$ cat src/rtl/stft_pkg.sv
// Shared types and width helpers for the multi-channel sliding-DFT sequencer.
package stft_pkg;

    typedef enum logic [1:0] {
        IDLE  = 2'd0,
        LOAD  = 2'd1,
        SWEEP = 2'd2,
        DONE  = 2'd3
    } stft_state_e;

    // Index width for a count of n items; a single item still needs one bit.
    function automatic int idx_w(input int n);
        return (n > 1) ? $clog2(n) : 1;
    endfunction

    function automatic int disp_cnt_w(input int period);
        return (period > 1) ? $clog2(period) : 1;
    endfunction

endpackage

$ cat src/rtl/stft_sdft_sequencer_ch_ctx.sv
// Per-channel context bank: ring write pointer and display counter for each channel.
module stft_ch_ctx
    import stft_pkg::*;
#(
    parameter  int NUM_CH      = 2,
    parameter  int FFT_SIZE    = 256,
    parameter  int DISP_PERIOD = 4410,
    localparam int CH_W        = idx_w(NUM_CH),
    localparam int AW          = idx_w(FFT_SIZE),
    localparam int DW          = disp_cnt_w(DISP_PERIOD)
) (
    input  logic            clk,
    input  logic            reset,
    input  logic [CH_W-1:0] rd_ch,
    output logic [AW-1:0]   rd_ptr,
    output logic [DW-1:0]   rd_disp_cnt,
    input  logic            inc_en,
    input  logic [CH_W-1:0] inc_ch
);

    logic [AW-1:0] wr_ptr_q   [NUM_CH];
    logic [AW-1:0] wr_ptr_d   [NUM_CH];
    logic [DW-1:0] disp_cnt_q [NUM_CH];
    logic [DW-1:0] disp_cnt_d [NUM_CH];

    // FFT_SIZE is a power of two, so the pointer wraps naturally.
    always_comb begin
        for (int c = 0; c < NUM_CH; c++) begin
            wr_ptr_d[c]   = wr_ptr_q[c];
            disp_cnt_d[c] = disp_cnt_q[c];
            if (inc_en && (int'(inc_ch) == c)) begin
                wr_ptr_d[c]   = wr_ptr_q[c] + AW'(1);
                disp_cnt_d[c] = (disp_cnt_q[c] == DW'(DISP_PERIOD - 1)) ? '0
                                                                         : disp_cnt_q[c] + DW'(1);
            end
        end
    end

    always_ff @(posedge clk) begin
        for (int c = 0; c < NUM_CH; c++) begin
            if (reset) begin
                wr_ptr_q[c]   <= '0;
                disp_cnt_q[c] <= '0;
            end else begin
                wr_ptr_q[c]   <= wr_ptr_d[c];
                disp_cnt_q[c] <= disp_cnt_d[c];
            end
        end
    end

    always_comb begin
        rd_ptr      = '0;
        rd_disp_cnt = '0;
        for (int c = 0; c < NUM_CH; c++) begin
            if (int'(rd_ch) == c) begin
                rd_ptr      = wr_ptr_q[c];
                rd_disp_cnt = disp_cnt_q[c];
            end
        end
    end

endmodule

$ cat src/rtl/stft_sdft_sequencer.sv
// Multi-channel sliding-DFT sequencer: ring read/write, sample difference, bin sweep, display flags.
// STFT_DIFF_SAT_EN clamps sample_diff to the signed WORD_WIDTH range.
module stft_sdft_sequencer
    import stft_pkg::*;
#(
    parameter  int WORD_WIDTH  = 16,
    parameter  int FFT_SIZE    = 256,
    parameter  int NUM_CH      = 2,
    parameter  int DISP_PERIOD = 4410,
    localparam int CH_W        = idx_w(NUM_CH),
    localparam int AW          = idx_w(FFT_SIZE)
) (
    input  logic                   clk,
    input  logic                   reset,
    input  logic                   sample_valid,
    output logic                   sample_ready,
    input  logic [CH_W-1:0]        sample_ch,
    input  logic [WORD_WIDTH-1:0]  sample,
    output logic [CH_W+AW-1:0]     ring_rd_addr,
    input  logic [WORD_WIDTH-1:0]  oldest_sample,
    output logic                   ring_wr_en,
    output logic [CH_W+AW-1:0]     ring_wr_addr,
    output logic [WORD_WIDTH-1:0]  ring_wr_data,
    output logic [WORD_WIDTH:0]    sample_diff,
    output logic                   bin_valid,
    output logic [AW-1:0]          bin_idx,
    output logic [CH_W-1:0]        bin_ch,
    output logic                   disp_wr_en,
    output logic                   frame_done,
    output logic                   ch_err
);

    localparam int DW = disp_cnt_w(DISP_PERIOD);
    localparam int W  = WORD_WIDTH;

    stft_state_e         state_q, state_d;
    logic [CH_W-1:0]     ch_q, ch_d;
    logic [W-1:0]        sample_q, sample_d;
    logic [AW-1:0]       bin_idx_q, bin_idx_d;
    logic [W:0]          sample_diff_q, sample_diff_d;
    logic                ready_q, ready_d;
    logic                wr_en_q, wr_en_d;
    logic [CH_W+AW-1:0]  wr_addr_q, wr_addr_d;
    logic                bin_valid_q, bin_valid_d;
    logic                disp_q, disp_d;
    logic                frame_done_q, frame_done_d;
    logic                ch_err_q, ch_err_d;

    logic [CH_W-1:0]     in_ch;
    logic                ch_legal;
    logic [CH_W-1:0]     rd_ch;
    logic [AW-1:0]       rd_ptr;
    logic [DW-1:0]       rd_disp_cnt;
    logic                inc_en;
    logic [W:0]          diff_full;
    logic [W:0]          diff_val;

    assign in_ch    = (NUM_CH == 1) ? '0 : sample_ch;
    assign ch_legal = (NUM_CH == 1) || (int'(sample_ch) < NUM_CH);
    assign rd_ch    = (state_q == IDLE) ? in_ch : ch_q;

    stft_ch_ctx #(
        .NUM_CH      (NUM_CH),
        .FFT_SIZE    (FFT_SIZE),
        .DISP_PERIOD (DISP_PERIOD)
    ) u_ch_ctx (
        .clk         (clk),
        .reset       (reset),
        .rd_ch       (rd_ch),
        .rd_ptr      (rd_ptr),
        .rd_disp_cnt (rd_disp_cnt),
        .inc_en      (inc_en),
        .inc_ch      (ch_q)
    );

    // The ring RAM has one cycle of read latency, so the read address is presented
    // combinationally during the handshake cycle to have oldest_sample ready in LOAD.
    assign ring_rd_addr = (state_q == IDLE && sample_valid && ch_legal) ? {in_ch, rd_ptr} : '0;

    assign diff_full = {sample_q[W-1], sample_q} - {oldest_sample[W-1], oldest_sample};

`ifdef STFT_DIFF_SAT_EN
    // Top two bits disagree exactly when the difference leaves the W-bit signed range.
    always_comb begin
        diff_val = diff_full;
        if (diff_full[W] != diff_full[W-1]) begin
            diff_val = diff_full[W] ? {2'b11, {(W-1){1'b0}}} : {2'b00, {(W-1){1'b1}}};
        end
    end
`else
    assign diff_val = diff_full;
`endif

    always_comb begin
        state_d       = state_q;
        ch_d          = ch_q;
        sample_d      = sample_q;
        bin_idx_d     = bin_idx_q;
        sample_diff_d = sample_diff_q;
        ready_d       = ready_q;
        wr_en_d       = 1'b0;
        wr_addr_d     = wr_addr_q;
        bin_valid_d   = bin_valid_q;
        disp_d        = disp_q;
        frame_done_d  = 1'b0;
        ch_err_d      = 1'b0;
        inc_en        = 1'b0;
        case (state_q)
            IDLE: begin
                if (sample_valid && ready_q) begin
                    if (ch_legal) begin
                        ch_d      = in_ch;
                        sample_d  = sample;
                        wr_en_d   = 1'b1;
                        wr_addr_d = {in_ch, rd_ptr};
                        ready_d   = 1'b0;
                        state_d   = LOAD;
                    end else begin
                        ch_err_d = 1'b1;
                    end
                end
            end
            LOAD: begin
                sample_diff_d = diff_val;
                disp_d        = (rd_disp_cnt == DW'(DISP_PERIOD - 1));
                bin_idx_d     = '0;
                bin_valid_d   = 1'b1;
                state_d       = SWEEP;
            end
            SWEEP: begin
                if (bin_idx_q == AW'(FFT_SIZE - 1)) begin
                    inc_en       = 1'b1;
                    bin_idx_d    = '0;
                    bin_valid_d  = 1'b0;
                    disp_d       = 1'b0;
                    frame_done_d = 1'b1;
                    state_d      = DONE;
                end else begin
                    bin_idx_d = bin_idx_q + AW'(1);
                end
            end
            DONE: begin
                ready_d = 1'b1;
                state_d = IDLE;
            end
            default: begin
                ready_d = 1'b1;
                state_d = IDLE;
            end
        endcase
    end

    always_ff @(posedge clk) begin
        if (reset) begin
            state_q       <= IDLE;
            ch_q          <= '0;
            sample_q      <= '0;
            bin_idx_q     <= '0;
            sample_diff_q <= '0;
            ready_q       <= 1'b1;
            wr_en_q       <= 1'b0;
            wr_addr_q     <= '0;
            bin_valid_q   <= 1'b0;
            disp_q        <= 1'b0;
            frame_done_q  <= 1'b0;
            ch_err_q      <= 1'b0;
        end else begin
            state_q       <= state_d;
            ch_q          <= ch_d;
            sample_q      <= sample_d;
            bin_idx_q     <= bin_idx_d;
            sample_diff_q <= sample_diff_d;
            ready_q       <= ready_d;
            wr_en_q       <= wr_en_d;
            wr_addr_q     <= wr_addr_d;
            bin_valid_q   <= bin_valid_d;
            disp_q        <= disp_d;
            frame_done_q  <= frame_done_d;
            ch_err_q      <= ch_err_d;
        end
    end

    assign sample_ready = ready_q;
    assign ring_wr_en   = wr_en_q;
    assign ring_wr_addr = wr_addr_q;
    assign ring_wr_data = sample_q;
    assign sample_diff  = sample_diff_q;
    assign bin_valid    = bin_valid_q;
    assign bin_idx      = bin_idx_q;
    assign bin_ch       = ch_q;
    assign disp_wr_en   = disp_q;
    assign frame_done   = frame_done_q;
    assign ch_err       = ch_err_q;

endmodule

$ cat config.mk
export PLATFORM = sky130hd
export DESIGN_NAME = stft_sdft_sequencer
export DESIGN_NICKNAME = d
export VERILOG_FILES = /design/src/rtl/stft_pkg.sv /design/src/rtl/stft_sdft_sequencer_ch_ctx.sv /design/src/rtl/stft_sdft_sequencer.sv
export SDC_FILE = /design/constraint.sdc
export NUM_CORES = 1
export LEC_CHECK = 0
export CAP_MARGIN = 20
export CORE_MARGIN = 4
export CORE_UTILIZATION = 53
export DETAILED_ROUTE_END_ITERATION = 6
export GPL_TIMING_DRIVEN = 0
export HOLD_SLACK_MARGIN = 0.02
export PLACE_DENSITY = 0.81
export SYNTH_ARGS = -nofsm -noshare
export SYNTH_HDL_FRONTEND = slang
export SYNTH_SLANG_ARGS = --single-unit
$ cat constraint.sdc
create_clock -name clk -period 2.6 [get_ports clk]
set_clock_uncertainty 0.15 [all_clocks]
set_input_delay 0.52 -clock clk [delete_from_list [all_inputs] [get_ports clk]]
set_output_delay 0.52 -clock clk [all_outputs]
set_load 0.03 [all_outputs]
Word level (Yosys, flattened, before mapping)

Memory sizes are Yosys's and may differ from the RTL's.
Index checks and enable logic that the tools add are counted.

Bits in writable memories: 42
Bits in registers: 58
Memories: 2

Memories:

| name                | depth | width | rd ports | clocked after Yosys merged registers in | wr ports | RTL line                         | source |
|---|---|---|---|---|---|---|---|
| u_ch_ctx.disp_cnt_q | 2     | 13    | 2        | 0                                       | 2        | stft_sdft_sequencer_ch_ctx.sv:23 | `logic [DW-1:0] disp_cnt_q [NUM_CH];` |
| u_ch_ctx.wr_ptr_q   | 2     | 8     | 2        | 0                                       | 2        | stft_sdft_sequencer_ch_ctx.sv:21 | `logic [AW-1:0] wr_ptr_q [NUM_CH];` |

Muxes and demuxes: 30
Add/sub/neg operators: 6
Bitwise operators: 6
Equality and inequality tests: 9
Reductions and logical operators: 12

Operators with widths:

| operator                                       | count |
|---|---|
| 2-to-1 mux 13 bit                              | 7 |
| 2-to-1 mux 8 bit                               | 6 |
| == test 13 bit (second input constant)         | 3 |
| adder 13 x 1 -> 13 bit (second input constant) | 2 |
| adder 8 x 1 -> 8 bit (second input constant)   | 3 |
| subtractor 16 x 16 -> 17 bit                   | 1 |
| one-hot mux 8 bit (2 select lines)             | 1 |
| 2-to-1 mux 1 bit                               | 9 |
| 2-to-1 mux 9 bit                               | 1 |
| == test 8 bit (second input constant)          | 1 |
| one-hot mux 2 bit (4 select lines)             | 1 |
| AND reduction 2 bit                            | 4 |
| one-hot mux 1 bit (2 select lines)             | 3 |
| == test 2 bit (second input constant)          | 2 |
| logical AND 1 bit                              | 4 |
| 2-to-1 mux 2 bit                               | 2 |
| bitwise OR 1 bit                               | 4 |
| nonzero test 2 bit                             | 2 |
| == test 2 x 1 -> 1 bit (second input constant) | 1 |
| zero test 2 bit                                | 1 |
| != test 2 x 1 -> 1 bit (second input constant) | 1 |
| != test 2 bit (second input constant)          | 1 |
| inverter 1 bit                                 | 2 |
| OR reduction 2 bit                             | 1 |

Logic depth before layout (Yosys ltp)

Depth after elaboration: 6
Gate-level depth with buffers: 9

Cells and area by module

A second synthesis with hierarchy kept.

Cells, all modules: 611
Area, all modules: 5173.7 um2

By module, submodules not included:

| module              | instances | area an instance (um2) | sequential area each (um2) | cells each |
|---|---|---|---|---|
| stft_sdft_sequencer | 1         | 3009.1                 | 1141.1                     | 377 |
| stft_ch_ctx         | 1         | 2164.6                 | 840.8                      | 234 |

Least setup slack after synthesis

OpenSTA, ideal clock, no wires.

Kind: register -> register
Start point: register sample_q[0], in the netlist ring_wr_data[0]
End point: register sample_diff_q[12], in the netlist sample_diff[12]
Stages on the path, launching flop included: 10
Library setup time: 0.123 ns
Period minus slack after synthesis: 2.391 ns
Required time: 2.327 ns
Path slack: 0.209 ns
Data arrival time: 2.118 ns
Path through: dfxtp_1 > inv_1 > ha_1 > fa_1 > nor2b_1 > o31a_1 > o221ai_2 > nor2_1 > mux2i_1 > or2_2

Cells in the longest elaborated chain, start to end: 1

Ends and longest elaborated chain:

| element                      | RTL line                   | source |
|---|---|---|
| from (decl)                  | stft_sdft_sequencer.sv:38  | `logic [W-1:0] sample_q, sample_d;` |
| from (signal assigned)       | stft_sdft_sequencer.sv:170 | `sample_q <= sample_d;` |
| subtractor 16 x 16 -> 17 bit | stft_sdft_sequencer.sv:80  | `assign diff_full = {sample_q[W-1], sample_q} - {oldest_sample[W-1], oldest_sample};` |
| to (signal assigned)         | stft_sdft_sequencer.sv:172 | `sample_diff_q <= sample_diff_d;` |
| to (decl)                    | stft_sdft_sequencer.sv:40  | `logic [W:0] sample_diff_q, sample_diff_d;` |

Every way passes these cells.
A chain may end at the register's enable or synchronous reset.

Worst setup path after layout

Start point: input oldest_sample[11]
End point: register sample_diff_q[13], in the netlist sample_diff[13]

Cells in the longest elaborated chain, start to end: 1

Ends and longest elaborated chain:

| element                      | RTL line                  | source |
|---|---|---|
| from (decl)                  | stft_sdft_sequencer.sv:20 | `input logic [WORD_WIDTH-1:0] oldest_sample,` |
| subtractor 16 x 16 -> 17 bit | stft_sdft_sequencer.sv:80 |  |

Every way passes these cells.

==> out/results.md <==
| Result | This run | Unit |
| --- | --- | --- |
| Die Width | 108 | µm |
| Total Wirelength | 14800 | µm |
| Share of synthesized flip-flops with an asynchronous set or reset | 0 | % |
| Library cell used as clock root buffer | sky130_fd_sc_hd__clkbuf_8 | - |
| Time the final worst path needs with I/O delays and setup | 2.56 | ns |
| RSZ-0062 raised after global routing | true | - |
| Switching power total | 2.01 | mW |
| Overall fraction of global-route tracks in use | 24.9 | % |
| Clock transition at the register clock pins on the worst setup and hold paths after CTS | 0.10 | ns |
| R2r startpoint | bin_idx[0]$_SDFFE_PP0P_ | - |
| Distinct cells, synth | 66 | - |
| Pint | 2.93 | mW |
| Power per cell area | 732 | mW/mm² |
| Arrival time reported for the critical path endpoint | 2.67 | ns |
| Avg WL per Cell | 16.5 | µm |
| Yosys Warn Count | 0 | - |
| Nets | 824 | - |
| Power share of the sequential group | 37.6 | % |
| Sequential-to-total area share from yosys stat | 37.2 | % |
| Total I/O pin count | 102 | - |
| Reg-to-reg endpoint | u_ch_ctx.disp_cnt_q[0][10]$_SDFFE_PP0P_ | - |
| Destination of the worst hold path | bin_valid$_SDFFE_PP0P_ | - |
| Final Non-Filler Cells | 898 | - |
| Final setup violation count | 0 | - |
| Mean instance size in the synthesized netlist | 8.21 | µm² |
| Clock insertion delay at the later pin of the skew report | 0.37 | ns |
| Total non-filler cell area in the finished layout | 0.00674 | mm² |
| Class of the worst hold path | register to register | - |
| CTS H-tree lvls | 3 | - |
| Initial DRC Count | 341 | - |
| Placed insts | 882 | - |
| Type of the worst setup path | input port to register | - |
| Num CTS Buffers | 9 | - |
| Largest net degree at the start of global routing | 19 | - |
| Share of the clock period used by the worst path after layout | 98.5 | % |
| Number of buffers and inverters on the critical path | 2 | - |
| Syn_nets | 713 | - |
| Number of max-capacitance violations reported | 0 | - |
| First-pass GRT wire length | 23700 | µm |
| Starting density of the core | 54.5 | % |
| Area of the core | 0.00977 | mm² |
| Critical path launch point type | input port | - |
| Number of global-route vias before repair | 5000 | - |
| Initial antenna violation count | 0 | - |
| Register-to-Register Path Depth | 6 | - |
| Kind of end point of the critical path | register | - |
| Die ar. | 0.0117 | mm² |
| GRT Residual Overflow | 0 | - |
| Post-route DRC | 0 | - |
| Cell Chain, Critical Path | clkdlybuf4s50_1 > inv_1 > ha_1 > nand3_1 > a31oi_1 > o21ai_0 > or4_1 > o311ai_0 | - |
| Maximum clock frequency | 0.390 | GHz |
| Clock Path Buffers | 2 | - |
| Peak fanout along the critical path | 7 | - |
| Fill cell total of the finished layout | 820 | - |
| Required @ worst endpoint | 2.70 | ns |
| Final Hold Violating Endpoints | 0 | - |
| Mapped cell area | 0.00533 | mm² |
| Number of flops mapped to enable cells by yosys | 0 | - |
| Launch point of the critical path | oldest_sample[11] | - |
| Biggest cell delay along the critical path | 0.47 | ns |
| Combinational power share | 42.7 | % |
| R2R Setup Slk | 0.25 | ns |
| Detailed placement HPWL | 11000 | µm |
| TritonCTS clock tree | yes | - |
| Pre-antenna DRT Iters | 5 | - |
| Gate Count Post-Synth | 649 | - |
| Slowest stage cell, crit path | sky130_fd_sc_hd__clkdlybuf4s50_1 | - |
| Number of buffers inserted by port buffering | 100 | - |
| Worst VDD drop | 444 | µV |
| Count of vias placed by the detailed router | 5190 | - |
| Num Clock Sinks | 99 | - |
| Pleak | 2.52 | nW |
| Clock network fraction of total power | 19.7 | % |
| Sequential cell area | 0.00198 | mm² |
| Slew margin rel. | 44.5 | % |
| DRT antenna net count | 0 | - |
| Area grow syn2layout | 26.5 | % |
| Cell row count | 36 | - |
| Final slew viol count | 0 | - |
| Switching power share of the total | 40.6 | % |
| Dominant synthesized flop cell | sky130_fd_sc_hd__dfxtp_1 | - |
| Worst hold stages | 2 | - |
| Die Height | 108 | µm |
| Area taken by multi-input logic gates | 0.00314 | mm² |
| Fraction of layout cells with a size suffix above 1 | 7.97 | % |
| Origin of the worst min-delay path | bin_valid$_SDFFE_PP0P_ | - |
| Transition time at the pin with the least slew margin | 0.817 | ns |
| Register bit total from synthesis | 99 | - |
| Status | completed | - |
| N_diodes | 0 | - |
| GP Congestion | 0.947 | - |
| Vias per cell | 5.78 | - |
| Area post-placement | 0.00650 | mm² |
| Kind of cell adding the most delay to the critical path | simple AND/OR/NAND/NOR gates | - |
## placed cells by master (no fill, tap or decap), types with 3 or more instances in the layout
master,synthesis,final
sky130_fd_sc_hd__nor2b_1,7,5
sky130_fd_sc_hd__o22ai_1,4,4
sky130_fd_sc_hd__nor4_1,3,3
sky130_fd_sc_hd__a31oi_1,5,5
sky130_fd_sc_hd__clkbuf_8,0,11
sky130_fd_sc_hd__nor3_1,12,11
sky130_fd_sc_hd__and3_2,3,3
sky130_fd_sc_hd__nand3_1,18,18
sky130_fd_sc_hd__dfxtp_1,99,99
sky130_fd_sc_hd__clkdlybuf4s50_1,0,91
sky130_fd_sc_hd__nand2_1,86,85
sky130_fd_sc_hd__clkbuf_1,23,20
sky130_fd_sc_hd__nand4_1,12,12
sky130_fd_sc_hd__nand4b_1,5,5
sky130_fd_sc_hd__buf_4,4,6
sky130_fd_sc_hd__and3_1,10,10
sky130_fd_sc_hd__mux2i_1,23,23
sky130_fd_sc_hd__inv_1,30,30
sky130_fd_sc_hd__xor2_1,17,17
sky130_fd_sc_hd__o21a_1,5,5
sky130_fd_sc_hd__or4b_1,3,3
sky130_fd_sc_hd__clkbuf_2,0,7
sky130_fd_sc_hd__nor2_1,70,69
sky130_fd_sc_hd__a21oi_1,56,54
sky130_fd_sc_hd__xnor2_1,12,12
sky130_fd_sc_hd__nand3b_1,8,8
sky130_fd_sc_hd__ha_1,27,24
sky130_fd_sc_hd__o211a_1,3,3
sky130_fd_sc_hd__o221ai_1,3,3
sky130_fd_sc_hd__a211oi_1,17,17
sky130_fd_sc_hd__nand2b_1,5,5
sky130_fd_sc_hd__o21ai_0,25,25
sky130_fd_sc_hd__or3_1,8,8
## how the worst max path moves through the flow
stage / to / depth (start not counted)
3_3_place_gp: ring_rd_addr[6] / 5
4_1_cts: sample_diff[12]$_SDFFE_PP0P_ / 9
6_report: sample_diff[13]$_SDFFE_PP0P_ / 8
2_1_floorplan: sample_diff[12]$_SDFFE_PP0P_ / 9
5_1_grt: sample_diff[14]$_SDFFE_PP0P_ / 9
3_5_place_dp: ring_rd_addr[1] / 5
## power groups by stage
| stage | Clock, mW | Combinational, mW | Sequential (mW) |
|---|---|---|---|
| 6_report | 0.972 | 2.11 | 1.86 |
| 5_1_grt | 1.06 | 2.27 | 1.88 |
| 4_1_cts | 0.987 | 2.05 | 1.85 |
| 3_5_place_dp | 0 | 2.03 | 1.89 |
| 3_3_place_gp | 0 | 1.98 | 1.88 |
| 2_1_floorplan | 0 | 0.955 | 2.22 |
## synth_stat cells (all sizes together) (2+ instances only)
cell | n | share of area (%)
a211oi | 17 | 2.4
a41oi | 2 | 0.33
nor3 | 12 | 1.1
nor2b | 7 | 0.82
a21oi | 56 | 5.3
nand4b | 5 | 0.82
or4b | 3 | 0.56
o21a | 5 | 0.70
o22ai | 4 | 0.47
inv | 30 | 2.1
and3 | 13 | 1.6
xor2 | 17 | 2.8
a31oi | 5 | 0.59
mux2i | 24 | 4.6
o211ai | 2 | 0.28
o211a | 3 | 0.56
nand2b | 5 | 0.59
nand4 | 13 | 1.8
nor2 | 71 | 5.1
a22oi | 3 | 0.52
o31a | 2 | 0.33
nand3 | 19 | 2.0
o31ai | 3 | 0.42
or3 | 8 | 0.94
clkbuf | 23 | 1.6
o221ai | 4 | 0.77
a21o | 2 | 0.28
dfxtp | 99 | 37
and2 | 2 | 0.26
nand2 | 86 | 6.1
ha | 27 | 6.3
nand3b | 8 | 1.1
or4bb | 2 | 0.42
xnor2 | 12 | 2.0
o21ai | 28 | 2.7
buf | 9 | 1.5
nor4 | 4 | 0.59
## worst min-delay path, delay by kind of cell, from the launching register on
family / cells / cell delay, ns
AOI/OAI and AO/OA: 1 / 0.05
DFF: 1 / 0.32
and+or+nand+nor: 1 / 0.06
## metal layers
metal	up-vias	GRT usage, %	share of wire, %
li1	2500	-	-
met1	2455	31.1	43
met2	210	43.5	49
met3	25	3.52	6.7
met4	0	9.29	1.8
met5	-	0	0
## cell type report
| cell class | count | area share, % |
|---|---|---|
| multi-input combinational | 488 | 46.6 |
| sequential | 99 | 29.4 |
| timing repair buffer | 102 | 14.5 |
| buffer | 30 | 2.52 |
| tap | 133 | 2.47 |
| clock buffer | 10 | 2.04 |
| inverter | 30 | 1.67 |
| clock inverter | 6 | 0.780 |
## sequential cells by signal, indices dropped and copies added (netlist names)
signal and flops:
u_ch_ctx.wr_ptr_q 16, ring_wr_addr 9, bin_idx 8, state_q 2, sample_ready 1, disp_wr_en 1
ring_wr_en 1, bin_valid 1, ring_wr_data 16, frame_done 1, u_ch_ctx.disp_cnt_q 26, sample_diff 17
## logic make-up (layout without fill, tap and decap cells)
| group | Yosys count | in the layout | share of synthesized area [%] |
|---|---|---|---|
| simple gates | 264 | 264 | 24.8 |
| compound gates | 142 | 142 | 16.6 |
| flops | 99 | 99 | 37.2 |
| buf+inv | 62 | 178 | 5.26 |
| xor+xnor | 29 | 29 | 4.77 |
| fa+ha+maj | 28 | 28 | 6.71 |
| mux | 24 | 24 | 4.58 |
| other cells | 1 | 1 | 0.0704 |
## metrics by stage
stage	total power, mW	util (%)	hold WS [ns]	worst slack [ns]	TNS, ns
floorplan	3.18	-	0.304	0.209	0
global placement	3.86	66.5	0.306	-0.624	-7.80
detailed placement	3.92	66.5	0.306	-0.633	-8.51
CTS	4.89	68.4	0.326	-0.00141	-0.00141
global route	5.21	69.0	0.362	-0.0384	-0.0388
finish	4.94	69.0	0.324	0.0378	0
## what timing repair did
action,in CTS,in global routing
setup buffers,0,2
hold buffers,0,0
endpoints found under the hold margin,0,0
setup endpoints to repair,12,13
gates resized for setup,16,26
pin swaps,0,3
Note: power is estimated with default switching activity, not from simulation.
==> edit, RTL diff (config.mk and constraints unchanged) <==
Take the reset off `ch_q`, `sample_q`, `sample_diff_q` and `wr_addr_q` and load them in a clocked block of their own.
--- a/src/rtl/stft_sdft_sequencer.sv
+++ b/src/rtl/stft_sdft_sequencer.sv
@@ -153,31 +153,30 @@
     always_ff @(posedge clk) begin
         if (reset) begin
             state_q       <= IDLE;
-            ch_q          <= '0;
-            sample_q      <= '0;
             bin_idx_q     <= '0;
-            sample_diff_q <= '0;
             ready_q       <= 1'b1;
             wr_en_q       <= 1'b0;
-            wr_addr_q     <= '0;
             bin_valid_q   <= 1'b0;
             disp_q        <= 1'b0;
             frame_done_q  <= 1'b0;
             ch_err_q      <= 1'b0;
         end else begin
             state_q       <= state_d;
-            ch_q          <= ch_d;
-            sample_q      <= sample_d;
             bin_idx_q     <= bin_idx_d;
-            sample_diff_q <= sample_diff_d;
             ready_q       <= ready_d;
             wr_en_q       <= wr_en_d;
-            wr_addr_q     <= wr_addr_d;
             bin_valid_q   <= bin_valid_d;
             disp_q        <= disp_d;
             frame_done_q  <= frame_done_d;
             ch_err_q      <= ch_err_d;
         end
+    end
+
+    always_ff @(posedge clk) begin
+        ch_q          <= ch_d;
+        sample_q      <= sample_d;
+        sample_diff_q <= sample_diff_d;
+        wr_addr_q     <= wr_addr_d;
     end
 
     assign sample_ready = ready_q;
Check against the original RTL: differs if reset is asserted again (counterexample within 4 cycles, from zero or initial values and one cycle with reset high); with reset held inactive, the same outputs for 10 cycles.
==> edit against the original RTL <==
  * The flow now finishes with violations (setup timing)
  * Area after synthesis decreased by 5.4%
  * Design area increased by 0.58%
  * Worst setup slack got worse by 0.19 ns
  * Routed wire length decreased by 14%
  * Power increased by 7.4%
  * Sequential cell count unchanged
  * Die area decreased by 5.0%
  * Non-clock buffer count decreased by 5
  * Via count decreased by 20%
==> edit: results (changes against the original RTL) <==
| Metric | Value |
|---|---|
| Measured slew at the worst slew-check pin | `0.895 ns (+0.0780 ns)` |
| Detailed Route Iter0 Violations | `242 (-29%)` |
| Final Hold Slack | `0.333 ns (+0.00883 ns)` |
| Setup total negative slack | `-0.966 ns (-0.966 ns)` |
| Status | `finished, violations left` |
| Worst voltage drop across the vdd grid | `0.000405 V (-8.9%)` |
| Sequential share of the synthesized area | `0.476 (+0.104)` |
| Detailed-route wire length | `12700 µm (-14%)` |
| Post-layout nets | `686 (-17%)` |
| Number of global-route vias before repair | `3985 (-20%)` |
| Synthesized-area fraction occupied by ao, oa, aoi and oai cells | `0.115 (-0.0509)` |
| Netlist cell types | `67 (+1.5%)` |
| Flop2flop setup slack | `0.03 ns (-0.22 ns)` |
| Number of vias per cell | `5.52 (-4.4%)` |
| Maximum single-stage delay on the critical path | `roughly 0.48 ns` |
| Violated checks | `setup timing` |
| CTS-repair resized insts | `64 (+48)` |
| Xor-xnor portion of the synthesized cell area | `0.0677 (+0.0201)` |
| All-layer global routing usage | `0.225 (-0.0244)` |
| Biggest register | `u_ch_ctx.disp_cnt_q` |
| Setup-failing EPs final | `9 (+9)` |
| Largest fanout of any net on the critical path | `4 (-3)` |
| Wl on met1 | `5360 µm (-15%)` |
| Crit path arrival time | `2.08 ns (-0.59 ns)` |
| Post CTS Setup Buffer Count | `6 (+6)` |
| Met2 usage | `0.395 (-0.0395)` |
| Placed Instances | `729 (-17%)` |
| Synth top area cells | `sky130_fd_sc_hd__edfxtp_1 25%, sky130_fd_sc_hd__dfxtp_1 23%, sky130_fd_sc_hd__ha_1 6.7%` |
| Count of flip-flops with a built-in enable after synthesis | `42 (+42)` |
| Met2 Wirelength | `6450 µm (-11%)` |
| GRT met3 Usage | `0.0570 (+0.0217)` |
| Fraction of layout instances using a drive strength above 1 | `0.147 (+0.0670)` |
| Placement-stage worst setup slack | `-0.868 ns (-0.235 ns)` |
| Global-route wire length before repair | `20200 µm (-15%)` |
| Leading post-synthesis cells by instance count | `57 x sky130_fd_sc_hd__dfxtp_1, 52 x sky130_fd_sc_hd__nor2_1, 42 x sky130_fd_sc_hd__edfxtp_1` |
| Post-Syn Nets | `563 (-21%)` |
| Crit path setup slack, layout | `-0.148 ns (-0.185 ns)` |
| WL/cell | `16.8 µm (+2.1%)` |
| Final GP Congestion | `0.851 (-10%)` |
| Area share of fa/ha/maj cells after synthesis | `0.0709 (+0.00380)` |
| Total of fill cells in the finished design | `651 (-21%)` |
| Hpwl dp | `8960 µm (-19%)` |
| Placement Cell Area | `0.00623 mm² (-4.1%)` |
| Met1 capacity usage during global routing | `0.279 (-0.0325)` |
| Gate count after technology mapping | `499 (-23%)` |
| Sum of met3 wire segment lengths after detailed routing | `757 µm (-24%)` |
| Largest delay contributor family on the critical path | `buffers and inverters` |
[edit: path summary, 6_finish.rpt]
path	cells past startpoint	endpoint	from
min reg2reg	2	bin_valid	bin_valid
max reg2reg	11	u_ch_ctx.wr_ptr_q[0][6]	state_q[0]
max	6	ring_rd_addr[7]	sample_ch
min	2	bin_valid	bin_valid
[edit: final cells by class]
type                            count  area, µm²  area share
Multi-Input combinational cell    359       2640       0.389
Sequential cell                    99       2410       0.355
Timing Repair Buffer              113       1140       0.169
Clock buffer                       12        166      0.0245
Tap cell                          129        161      0.0238
Inverter                           26        103      0.0151
Buffer                             14       90.1      0.0133
Clock inverter                      4       70.1      0.0103
[edit: report_power, final]
part	switching (mW)	internal (mW)	leakage, nW	total (mW)
Sequential	0.114	1.94	0.857	2.05
Combinational	1.22	0.889	1.63	2.11
Clock	0.517	0.624	0.121	1.14
Total	1.85	3.45	2.61	5.30
